<file path="src/rtl/merge_seq_pkg.sv">
// Shared types and helpers for the merge pass sequencer.
// seq_state_t: sequencer FSM states.
// run_len(): run length of a pass; last_pair(): true when a base address is the last pair of a pass.
package merge_seq_pkg;

  typedef enum logic [2:0] {
    ST_IDLE,
    ST_LAUNCH,
    ST_WAIT,
    ST_NEXT_PAIR,
    ST_NEXT_PASS,
    ST_DONE
  } seq_state_t;

  // WAIT-state watchdog counter width (largest limit is 4*128+16 = 528).
  localparam int WD_CNT_W = 10;

  // Run length for a pass: 1 << pass. Nine bits covers N up to 256.
  function automatic logic [8:0] run_len(input logic [3:0] pass);
    return 9'd1 << pass;
  endfunction

  // The last pair of a pass starts at N - 2*run.
  function automatic logic last_pair(input logic [8:0] base,
                                     input logic [8:0] run,
                                     input logic [8:0] n);
    return base == (n - (run << 1));
  endfunction

endpackage

</file>
<file path="src/rtl/merge_watchdog.sv">
// Optional WAIT-state watchdog, present only when MERGE_TIMEOUT_EN is defined.
// Ports: clk/rst (sync, active-high); i_in_wait: sequencer is in WAIT; i_run_len: current run length;
//        o_timeout: this is the last allowed WAIT cycle (4*run_len+16 cycles) and no merge_done came.
`ifdef MERGE_TIMEOUT_EN
module merge_watchdog
  import merge_seq_pkg::*;
#(
  parameter int LOG2_N = 4
) (
  input  logic              clk,
  input  logic              rst,
  input  logic              i_in_wait,
  input  logic [LOG2_N-1:0] i_run_len,
  output logic              o_timeout
);

  logic [WD_CNT_W-1:0] r_cnt;
  logic [WD_CNT_W-1:0] w_limit;

  assign w_limit = (WD_CNT_W'(i_run_len) << 2) + WD_CNT_W'(16);

  // WAIT is never re-entered back to back, so clearing whenever we are
  // outside WAIT is the same as clearing on entry.
  always_ff @(posedge clk) begin
    if (rst || !i_in_wait) begin
      r_cnt <= '0;
    end else begin
      r_cnt <= r_cnt + WD_CNT_W'(1);
    end
  end

  // r_cnt counts WAIT cycles already elapsed, so the cycle where it equals
  // limit-1 is the limit-th WAIT cycle; the sequencer leaves on the next edge.
  assign o_timeout = i_in_wait && (r_cnt == w_limit - WD_CNT_W'(1));

endmodule
`endif

</file>
<file path="src/rtl/merge_pass_sequencer.sv">
// Sequences a two-FIFO merge unit through a bottom-up merge sort of N = 2**LOG2_N bytes.
// Ports: clk/rst (sync, active-high); i_sort_req, i_abort, i_merge_done in; o_merge_start pulse,
//        o_merge_run_len/o_merge_src_l_addr/o_merge_src_r_addr/o_merge_dst_addr, o_src_bank,
//        o_pass_idx, o_sort_busy, o_sort_done pulse, o_sort_err. All outputs registered.
// Build option: define MERGE_TIMEOUT_EN to add the WAIT watchdog and drive o_sort_err.
module merge_pass_sequencer
  import merge_seq_pkg::*;
#(
  parameter int LOG2_N = 4
) (
  input  logic              clk,
  input  logic              rst,
  input  logic              i_sort_req,
  input  logic              i_abort,
  input  logic              i_merge_done,
  output logic              o_merge_start,
  output logic [LOG2_N-1:0] o_merge_run_len,
  output logic [LOG2_N-1:0] o_merge_src_l_addr,
  output logic [LOG2_N-1:0] o_merge_src_r_addr,
  output logic [LOG2_N-1:0] o_merge_dst_addr,
  output logic              o_src_bank,
  output logic [3:0]        o_pass_idx,
  output logic              o_sort_busy,
  output logic              o_sort_done,
  output logic              o_sort_err
);

  localparam logic [8:0] N         = 9'd1 << LOG2_N;
  localparam logic [3:0] LAST_PASS = 4'(LOG2_N - 1);

  seq_state_t        r_state, w_state_nxt;
  logic [3:0]        r_pass_idx, w_pass_nxt;
  logic [LOG2_N-1:0] r_pair_base, w_base_nxt;
  logic [LOG2_N-1:0] r_run_len, w_run_nxt;
  logic [LOG2_N-1:0] r_r_addr, w_r_addr_nxt;
  logic              r_src_bank, w_bank_nxt;
  logic              r_busy, w_busy_nxt;
  logic              r_start, r_done;
  logic              w_last_pair;

  assign w_last_pair = last_pair(9'(r_pair_base), 9'(r_run_len), N);

`ifdef MERGE_TIMEOUT_EN
  logic r_err, w_err_nxt;
  logic w_timeout;

  merge_watchdog #(.LOG2_N(LOG2_N)) u_watchdog (
    .clk       (clk),
    .rst       (rst),
    .i_in_wait (r_state == ST_WAIT),
    .i_run_len (r_run_len),
    .o_timeout (w_timeout)
  );
`endif

  always_comb begin
    w_state_nxt = r_state;
    w_pass_nxt  = r_pass_idx;
    w_base_nxt  = r_pair_base;
    w_run_nxt   = r_run_len;
    w_bank_nxt  = r_src_bank;
    w_busy_nxt  = r_busy;
`ifdef MERGE_TIMEOUT_EN
    w_err_nxt   = r_err;
`endif
    if (i_abort) begin
      // Abort wins over everything; address registers keep their values.
      w_state_nxt = ST_IDLE;
      w_busy_nxt  = 1'b0;
    end else begin
      case (r_state)
        ST_IDLE: begin
          if (i_sort_req) begin
            w_state_nxt = ST_LAUNCH;
            w_pass_nxt  = 4'd0;
            w_base_nxt  = '0;
            w_run_nxt   = LOG2_N'(run_len(4'd0));
            w_bank_nxt  = 1'b0;
            w_busy_nxt  = 1'b1;
`ifdef MERGE_TIMEOUT_EN
            w_err_nxt   = 1'b0;
`endif
          end
        end
        ST_LAUNCH: w_state_nxt = ST_WAIT;
        ST_WAIT: begin
          if (i_merge_done) begin
            if (w_last_pair && (r_pass_idx == LAST_PASS)) begin
              w_state_nxt = ST_DONE;
              w_busy_nxt  = 1'b0;   // busy falls in the same cycle sort_done rises
            end else if (w_last_pair) begin
              w_state_nxt = ST_NEXT_PASS;
            end else begin
              w_state_nxt = ST_NEXT_PAIR;
            end
          end
`ifdef MERGE_TIMEOUT_EN
          else if (w_timeout) begin
            w_state_nxt = ST_IDLE;
            w_busy_nxt  = 1'b0;
            w_err_nxt   = 1'b1;
          end
`endif
        end
        ST_NEXT_PAIR: begin
          // Cannot wrap: this is never the last pair of the pass.
          w_base_nxt  = r_pair_base + (r_run_len << 1);
          w_state_nxt = ST_LAUNCH;
        end
        ST_NEXT_PASS: begin
          w_pass_nxt  = r_pass_idx + 4'd1;
          w_base_nxt  = '0;
          w_run_nxt   = LOG2_N'(run_len(r_pass_idx + 4'd1));
          w_bank_nxt  = ~r_src_bank;
          w_state_nxt = ST_LAUNCH;
        end
        ST_DONE: begin
          w_state_nxt = ST_IDLE;
          w_busy_nxt  = 1'b0;
        end
        default: w_state_nxt = ST_IDLE;
      endcase
    end
    w_r_addr_nxt = w_base_nxt + w_run_nxt;
  end

  always_ff @(posedge clk) begin
    if (rst) begin
      r_state     <= ST_IDLE;
      r_pass_idx  <= '0;
      r_pair_base <= '0;
      r_run_len   <= '0;
      r_r_addr    <= '0;
      r_src_bank  <= 1'b0;
      r_busy      <= 1'b0;
      r_start     <= 1'b0;
      r_done      <= 1'b0;
`ifdef MERGE_TIMEOUT_EN
      r_err       <= 1'b0;
`endif
    end else begin
      r_state     <= w_state_nxt;
      r_pass_idx  <= w_pass_nxt;
      r_pair_base <= w_base_nxt;
      r_run_len   <= w_run_nxt;
      r_r_addr    <= w_r_addr_nxt;
      r_src_bank  <= w_bank_nxt;
      r_busy      <= w_busy_nxt;
      // Pulses are registered so they coincide with the LAUNCH / DONE state.
      r_start     <= (w_state_nxt == ST_LAUNCH);
      r_done      <= (w_state_nxt == ST_DONE);
`ifdef MERGE_TIMEOUT_EN
      r_err       <= w_err_nxt;
`endif
    end
  end

  assign o_merge_start      = r_start;
  assign o_merge_run_len    = r_run_len;
  assign o_merge_src_l_addr = r_pair_base;
  assign o_merge_src_r_addr = r_r_addr;
  assign o_merge_dst_addr   = r_pair_base;
  assign o_src_bank         = r_src_bank;
  assign o_pass_idx         = r_pass_idx;
  assign o_sort_busy        = r_busy;
  assign o_sort_done        = r_done;
`ifdef MERGE_TIMEOUT_EN
  assign o_sort_err         = r_err;
`else
  assign o_sort_err         = 1'b0;
`endif

endmodule
</file>
<file path="config.mk">
export PLATFORM = sky130hd
export DESIGN_NAME = merge_pass_sequencer
export DESIGN_NICKNAME = d
export VERILOG_FILES = /design/src/rtl/merge_seq_pkg.sv /design/src/rtl/merge_watchdog.sv /design/src/rtl/merge_pass_sequencer.sv
export SDC_FILE = /design/constraint.sdc
export NUM_CORES = 1
export LEC_CHECK = 0
export CORE_ASPECT_RATIO = 0.75
export CORE_MARGIN = 4
export CORE_UTILIZATION = 53
export CTS_CLUSTER_SIZE = 24
export DETAILED_ROUTE_END_ITERATION = 10
export PLACE_DENSITY_LB_ADDON = 0.15
export SKIP_LAST_GASP = 1
export SLEW_MARGIN = 5
export SYNTH_ARGS = -nofsm -noshare
export SYNTH_HDL_FRONTEND = slang
export SYNTH_SLANG_ARGS = --single-unit
export TNS_END_PERCENT = 20
</file>
<file path="constraint.sdc">
create_clock -name clk -period 4.9 [get_ports clk]
set_clock_uncertainty 0.15 [all_clocks]
set_input_delay 0.735 -clock clk [delete_from_list [all_inputs] [get_ports clk]]
set_output_delay 0.735 -clock clk [all_outputs]
set_load 0.005 [all_outputs]
</file>
# Word-level counts from Yosys, hierarchy flattened

Index checks and enable logic that the tools add are counted.

Bitwise operators: 2
Multiplexer cells: 20
Shift operators: 1
Eq/ne operators: 12
Reductions and logical operators: 8
Add/subtract/negate cells: 4

Operators by type and width:

| operator              | count |
|---|---|
| $mux W4               | 5 |
| $pmux W4 S2           | 2 |
| $mux W3               | 5 |
| $pmux W3 S4           | 1 |
| $pmux W4 S3           | 1 |
| $eq A3 B3 Y1 const B  | 3 |
| $eq A4 B9 Y1          | 1 |
| $add A4 B4 Y4         | 2 |
| $eq A3 B1 Y1 const B  | 2 |
| $eq A3 B2 Y1 const B  | 2 |
| $ne A2 B2 Y1 const B  | 3 |
| $sub A5 B5 Y6 const A | 1 |
| $add A4 B1 Y4 const B | 1 |
| $eq A4 B2 Y1 const B  | 1 |
| $mux W1               | 4 |
| $reduce_and A4 Y1     | 1 |
| $reduce_or A2 Y1      | 2 |
| $shl A1 B4 Y4 const A | 1 |
| $logic_not A3 Y1      | 1 |
| $pmux W1 S3           | 1 |
| $reduce_and A3 Y1     | 1 |
| $reduce_bool A3 Y1    | 1 |
| $not A1 Y1            | 2 |
| $pmux W1 S2           | 1 |
| 2 further kinds       | 2 |

Word-level logic and storage cells: 56
Register bits after elaboration: 23
Input port bits: 5
Output and inout port bits: 25

# Depth between registers and ports, before layout

Gate-level depths: netlist of the first run.

Depth in word-level cells: 8
Gate-level depth with buffers: 12
Mapped depth without buffers: 11

# Worst setup path before layout of the first run

OpenSTA, ideal clock, no wires.

Kind: input-to-reg
Start point: input port i_abort
End point: register r_r_addr[3], in the netlist o_merge_src_r_addr[3]
Data arrival time: 2.926 ns
Setup time: 0.072 ns
Required time: 4.678 ns
Setup slack: 1.752 ns
Stages: 11
Cell sequence: clkbuf_1 -> or4_1 -> clkbuf_1 -> nor2_1 -> a2bb2oi_1 -> inv_1 -> ha_1 -> a21o_1 -> a21oi_1 -> xnor2_1 -> mux2i_1

Cells in the longest elaborated chain, start to end: 2
Elaborated cells between the ends (all ways): 3

Ends and longest elaborated chain:

| what                   | line                        | text |
|---|---|---|
| start: declaration     | merge_pass_sequencer.sv:14  | `input logic i_abort,` |
| $mux W4                | merge_pass_sequencer.sv:66  | `if (i_abort) begin` |
| via w_run_nxt[1]       | merge_pass_sequencer.sv:34  | `logic [LOG2_N-1:0] r_run_len, w_run_nxt;` |
| $add A4 B4 Y4          | merge_pass_sequencer.sv:124 | `w_r_addr_nxt = w_base_nxt + w_run_nxt;` |
| end signal: assignment | merge_pass_sequencer.sv:146 | `r_r_addr <= w_r_addr_nxt;` |
| end: declaration       | merge_pass_sequencer.sv:35  | `logic [LOG2_N-1:0] r_r_addr, w_r_addr_nxt;` |

The timed path passes the listed nets, and every way through them passes these cells.
A chain may end at the register's enable or synchronous reset.

# Worst setup path in the final report of the first run

Ends and elaborated chain as after synthesis.

==> impl_metrics.env, run 1 <==
export IMPL_fmax_mhz=288
export IMPL_finalNonFillerCells=208
export IMPL_hold_slack_ns=0.384
export IMPL_required_ns=5.02
export IMPL_cts_tree="built"
export IMPL_cts_sinks=23
export IMPL_drtIter0Drc=74
export IMPL_endpoint_kind="flip-flop"
export IMPL_ir_drop_v=0.000157
export IMPL_grt_pass1_wl_mm=5.15
export IMPL_ys_seq_area_share_pct=34.6
export IMPL_synthFlopType="dfxtp_1"
export IMPL_tightest_slew_ns=0.756
export IMPL_final_nets=188
export IMPL_drcViolationCount=0
export IMPL_synth_top_area_share_pct=34.6
export IMPL_yosysUniqueCellTypes=46
export IMPL_clkTransAtPathRegs_ns=0.13
export IMPL_fill_cells=196
export IMPL_leakagePower_uw=0.000644
export IMPL_postCtsSetupBuffers=0
export IMPL_clkLatencyLatePin_ns=0.32
export IMPL_gp_congestion=0.894
export IMPL_grt_pass1_vias=1142
export IMPL_start_kind="primary input"
export IMPL_numCtsBuffers=3
export IMPL_ys_ff_latch=23
export IMPL_yosys_top_cells_area="dfxtp_1 (35%), ha_1 (5.6%), nor2_1 (5.1%)"
export IMPL_drv_cap=0
export IMPL_track_usage_pct=19.9
export IMPL_synth_edff_count=0
export IMPL_htree_num_levels=1
export IMPL_synth_nets=168
export IMPL_min_period_over_period_pct=71.0
export IMPL_via_per_inst=5.80
export IMPL_first_pass_iters=4
export IMPL_arrival_ns=3.60
export IMPL_maxSlewViolCount=0
export IMPL_synth_top_area_cell="dfxtp_1"
export IMPL_ctsHoldBuffers=0
export IMPL_finalSetupViolCount=0
export IMPL_finish_utilization_pct=68.7
export IMPL_io_buffer_count=28
export IMPL_overflow=0
export IMPL_wire_per_inst_um=15.1
export IMPL_vias=1207
export IMPL_ys_warn_count=0
export IMPL_ios=30
export IMPL_synth_common_cells="dfxtp_1 (23), nor2_1 (18), inv_1 (10)"
export IMPL_antenna_found_initial=0
export IMPL_core_area_sq_mm=0.00235
export IMPL_layout_drive_gt1_share_pct=6.90
export IMPL_hold_viol_final=0
export IMPL_fp_row_count=15
export IMPL_clock_path_buffers=2
export IMPL_hold_path_class="reg2reg"
export IMPL_status="finished, final reports clean"
export IMPL_syn_area_per_cell_sq_um=8.60
export IMPL_cts_resized=0
export IMPL_relSlewSlack_pct=48.3
export IMPL_finalCriticalPeriod_ns=3.48
export IMPL_grt_max_degree=17
export IMPL_rsz0062_at_grt="false"
export IMPL_placed_cells=204
export IMPL_critPathKind="in2reg"
export IMPL_yosysMostFrequentCell="dfxtp_1"
export IMPL_start_util_pct=56.8
export IMPL_placed_cell_area_sq_mm=0.00158
export IMPL_n_antenna_cell=0
export IMPL_syn_inst=155
export IMPL_setup_tns_ns=0
export IMPL_critical_path_max_fanout=11
export IMPL_fin_area_sq_mm=0.00161
export IMPL_hpwl_mm=2.37
export IMPL_routed_wl_mm=3.14
export IMPL_die_area_sq_mm=0.00339
export IMPL_syn_area_sq_mm=0.00133
export IMPL_cts_root_buffer="clkbuf_4"
export IMPL_ant_nets=0
export IMPL_powerDensity_mw_per_mm2=195
export IMPL_area_delta_synth_final_pct=20.9
export IMPL_die_h_um=51.4
export IMPL_async_flop_share_pct=0
export IMPL_die_w_um=65.9
==> cell usage in the layout (no fill, tap or decap), types with 3 or more instances in the layout <==
master / Yosys / routed
o31ai_1: 3 / 3
nand2b_1: 4 / 4
and2_1: 6 / 6
dfxtp_1: 23 / 23
a31oi_1: 3 / 3
xor2_1: 4 / 4
nor3b_1: 3 / 3
ha_1: 6 / 6
clkdlybuf4s50_1: 0 / 28
nor2_1: 18 / 18
nor3_1: 5 / 5
a22oi_1: 3 / 3
clkbuf_4: 0 / 3
nor4_1: 3 / 3
xnor2_1: 4 / 4
nand2_1: 7 / 7
o21ai_0: 3 / 3
inv_1: 10 / 10
a21oi_1: 6 / 6
==> metrics by stage <==
step	total power [uW]	setup slack, ns
3_5_place_dp	229	1.07
2_1_floorplan	217	1.75
4_1_cts	318	1.42
5_1_grt	330	1.23
3_3_place_gp	228	1.23
6_report	315	1.42
==> cell families (layout without fill, tap and decap cells) <==
family                     after synthesis  count (layout)  share of synthesized area (%)
adders and majority gates                8               8                           8.64
xor gates and xnor gates                 8               8                           5.26
muxes                                    1               1                          0.751
buffers and inverters                   23              42                           8.17
other                                    1               1                          0.281
AOI/OAI and AO/OA                       29              29                           16.2
DFF                                     23              23                           34.6
and+or+nand+nor                         62              62                           26.2
==> critical path, stage by stage <==
cell             delay (ns)
clkdlybuf4s50_1        0.58
or4_1                  0.74
nor2_1                 0.15
a2bb2oi_1              0.31
inv_1                  0.08
ha_1                   0.27
a21o_1                 0.15
a21oi_1                0.19
xnor2_1                0.18
mux2i_1                0.20
==> layer usage <==
metal,share of wire [%],GRT usage (%),routed length (um),up-vias
li1,-,-,-,580
met1,46,25.8,1440,582
met3,5.9,5.49,185,3
met5,0,0,0,-
met2,48,33.3,1500,42
met4,0.38,3.45,12,0
==> report_power, final <==
| group | internal [uW] | switching [uW] | leakage [uW] | total (uW) |
|---|---|---|---|---|
| Clock | 30.6 | 58.5 | 0.0000177 | 89.1 |
| Combinational | 14.9 | 17.5 | 0.000440 | 32.4 |
| Sequential | 190 | 3.72 | 0.000186 | 193 |
| Total | 235 | 79.7 | 0.000644 | 315 |
==> final timing paths <==
kind,slack [ns],endpoint,from,cells past startpoint
setup / recovery,1.42,o_merge_src_r_addr[3],i_abort,10
hold reg to reg,0.38,o_src_bank,o_src_bank,2
setup reg to reg,1.90,o_merge_src_r_addr[3],r_state[2],10
hold / removal,0.38,o_src_bank,o_src_bank,2
==> state kept, by name (all words and copies together), names as in the netlist <==
| register | flops |
|---|---|
| o_pass_idx | 4 |
| o_sort_done | 1 |
| o_src_bank | 1 |
| o_sort_busy | 1 |
| o_merge_dst_addr | 4 |
| o_merge_src_r_addr | 4 |
| o_merge_run_len | 4 |
| r_state | 3 |
| o_merge_start | 1 |
==> final cells by class <==
class / count / area [sq um] / area share (%)
Clock inverter: 1 / 5.00 / 0.311
Tap cell: 34 / 42.5 / 2.64
Sequential cell: 23 / 460 / 28.6
Multi-Input combinational cell: 109 / 763 / 47.4
Clock buffer: 3 / 22.5 / 1.40
Inverter: 10 / 37.5 / 2.33
Timing Repair Buffer: 28 / 280 / 17.4
Note: power is estimated with default switching activity, not from simulation.
==> inputs of run 2 (changes only) <==
--- a/config.mk
+++ b/config.mk
@@ -7,7 +7,7 @@
 export LEC_CHECK = 0
 export CORE_ASPECT_RATIO = 0.75
 export CORE_MARGIN = 4
-export CORE_UTILIZATION = 53
+export CORE_UTILIZATION = 45
 export CTS_CLUSTER_SIZE = 24
 export DETAILED_ROUTE_END_ITERATION = 10
 export PLACE_DENSITY_LB_ADDON = 0.15
==> constraint.sdc (replaced) <==
create_clock -name clk -period 2.9 [get_ports clk]
set_clock_uncertainty 0.15 [all_clocks]
set_input_delay 0.435 -clock clk [delete_from_list [all_inputs] [get_ports clk]]
set_output_delay 0.435 -clock clk [all_outputs]
set_load 0.005 [all_outputs]
==> run 2 against run 1 <==
Net effect: clock-buffer cell count unchanged; sequential share of layout area decreased by 2.4 points; routed wire length increased by 4.1%; global-route usage decreased by 1.8 points; hold slack got worse by 0.013 ns; sequential power increased by 68%; final area increased by 9.3%; power increased by 91%; critical path depth increased by 1; combinational power increased by 110%; die area increased by 15%; worst setup slack got worse by 1.3 ns; critical path type unchanged; largest power group unchanged.
==> impl_metrics.env, run 2 (same netlist as run 1, synthesis figures left out) <==
export IMPL_ctsHoldBuffers=0
export IMPL_ios=30
export IMPL_relSlewSlack_pct=47.9
export IMPL_fmax_mhz=361
export IMPL_io_buffer_count=28
export IMPL_path_buf_inv=2
export IMPL_p_sw_uw=149
export IMPL_final_nets=201
export IMPL_grt_pass1_vias=1175
export IMPL_start_util_pct=48.9
export IMPL_cp_common_cell="nor2_1"
export IMPL_clkLatencyLatePin_ns=0.27
export IMPL_area_delta_synth_final_pct=32.2
export IMPL_critical_path_max_fanout=4
export IMPL_layout_commonest_cell="clkdlybuf4s50_1"
export IMPL_swShare_pct=24.9
export IMPL_core_area_sq_mm=0.00272
export IMPL_clkTransAtPathRegs_ns=0.09
export IMPL_status="finished, final reports clean"
export IMPL_path_delay_family="simple AND/OR/NAND/NOR gates"
export IMPL_endpoint_kind="flip-flop"
export IMPL_leakagePower_uw=0.000713
export IMPL_ant_nets=0
export IMPL_clock_path_buffers=2
export IMPL_p_int_uw=451
export IMPL_numCtsBuffers=3
export IMPL_maxSlewViolCount=0
export IMPL_crit_chain="clkdlybuf4s50_1 -> nor2_1 -> or4_1 -> nor2_1 -> a2bb2oi_2 -> inv_1 -> ha_1 -> a21o_1 -> a21oi_1 -> xnor2_1 -> mux2i_1"
export IMPL_via_per_inst=5.58
export IMPL_layout_common_cells="clkdlybuf4s50_1 (28), dfxtp_1 (23), nor2_1 (18), buf_4 (13), inv_1 (10)"
export IMPL_vias=1245
export IMPL_hold_slack_ns=0.370
export IMPL_ir_drop_v=0.000258
export IMPL_drtIter0Drc=101
export IMPL_antenna_found_initial=0
export IMPL_hold_viol_final=0
export IMPL_placed_cells=219
export IMPL_die_h_um=55.1
export IMPL_grtUsageMet2_pct=29.4
export IMPL_fp_row_count=16
export IMPL_gp_congestion=0.832
export IMPL_tightest_slew_ns=0.762
export IMPL_finish_utilization_pct=64.7
export IMPL_die_area_sq_mm=0.00390
export IMPL_track_usage_pct=18.1
export IMPL_routed_wl_mm=3.27
export IMPL_layout_drive_gt1_share_pct=15.5
export IMPL_drcViolationCount=0
export IMPL_met3_usage_pct=4.87
export IMPL_drv_cap=0
export IMPL_fill_cells=232
export IMPL_met1_usage_pct=23.9
export IMPL_required_ns=2.96
export IMPL_p_comb_share_pct=11.5
export IMPL_postCtsSetupBuffers=0
export IMPL_hpwl_mm=2.54
export IMPL_critPathKind="in2reg"
export IMPL_die_w_um=70.8
export IMPL_overflow=0
export IMPL_min_period_over_period_pct=95.5
export IMPL_pre_cts_ws_ns=-0.172
export IMPL_worst_slack_ns=0.130
export IMPL_finalCriticalPeriod_ns=2.77
export IMPL_pwr_share_seq_pct=54.0
export IMPL_grt_max_degree=14
export IMPL_clkPwrFrac_pct=34.6
export IMPL_cts_root_buffer="clkbuf_8"
export IMPL_rsz0062_at_grt="false"
export IMPL_finalSetupViolCount=0
export IMPL_n_antenna_cell=0
export IMPL_worst_path_max_delay_cell="clkdlybuf4s50_1"
export IMPL_start_kind="primary input"
export IMPL_grt_busiest_layer="met2"
export IMPL_hold_path_class="reg2reg"
export IMPL_power_uw=600
export IMPL_powerDensity_mw_per_mm2=341
export IMPL_htree_num_levels=1
export IMPL_cts_sinks=23
export IMPL_cts_tree="built"
export IMPL_arrival_ns=2.83
export IMPL_grt_pass1_wl_mm=5.44
export IMPL_wire_per_inst_um=14.6
export IMPL_first_pass_iters=4
export IMPL_cpPeakStageDelay_ns=0.49
export IMPL_cts_resized=1
export IMPL_finalNonFillerCells=223
## run 2: cell types whose count changed in the layout (fill, tap and decap cells not counted), sizes merged
cell | before | now
buf | 0 | 13
## run 2: power by group through the flow
stage	registers (uW)	logic (uW)	clock network [uW]
after global routing	325	75.0	225
after detailed placement	331	67.6	0
after floorplan	331	35.0	0
after global placement	331	66.1	0
final	324	69.0	207
after CTS	324	68.2	212
## run 2: cell type report
class | count | area, sq um | share of cell area (%)
inverter | 10 | 37.5 | 2.13
sequential | 23 | 460 | 26.1
timing repair buffer | 41 | 378 | 21.4
tap | 36 | 45.0 | 2.56
clock buffer | 3 | 41.3 | 2.34
multi-input combinational | 109 | 795 | 45.1
clock inverter | 1 | 5.00 | 0.284
## run 2: layer usage
| metal | wire [um] | vias to the layer above |
|---|---|---|
| met2 | 1440 | 53 |
| met1 | 1580 | 582 |
| li1 | - | 608 |
| met3 | 230 | 2 |
| met5 | 0 | - |
| met4 | 14 | 0 |
## run 2: worst paths after layout
path / start / to / slack, ns / depth (start not counted)
worst max register to register: r_state[2] / o_merge_src_r_addr[3] / 0.16 / 10
worst min register to register: o_src_bank / o_src_bank / 0.37 / 2
worst max-delay path: i_sort_req / o_merge_src_r_addr[3] / 0.13 / 11
worst min-delay path: o_src_bank / o_src_bank / 0.37 / 2
## run 2: per-stage QoR
step           cell area (sq um)  TNS [ns]
6_report                    1760         0
5_1_grt                     1760         0
4_1_cts                     1740         0
3_5_place_dp                1680    -0.217
3_3_place_gp                1680   -0.0525
2_1_floorplan               1330         0
## run 2: worst register-to-register path, stage by stage (launching register included)
cell       delay (ns)
dfxtp_1          0.52
or3b_4           0.47
nor4_4           0.31
nor2_1           0.09
a2bb2oi_2        0.14
inv_1            0.06
ha_1             0.22
a21o_1           0.15
a21oi_1          0.19
xnor2_1          0.16
mux2i_1          0.20
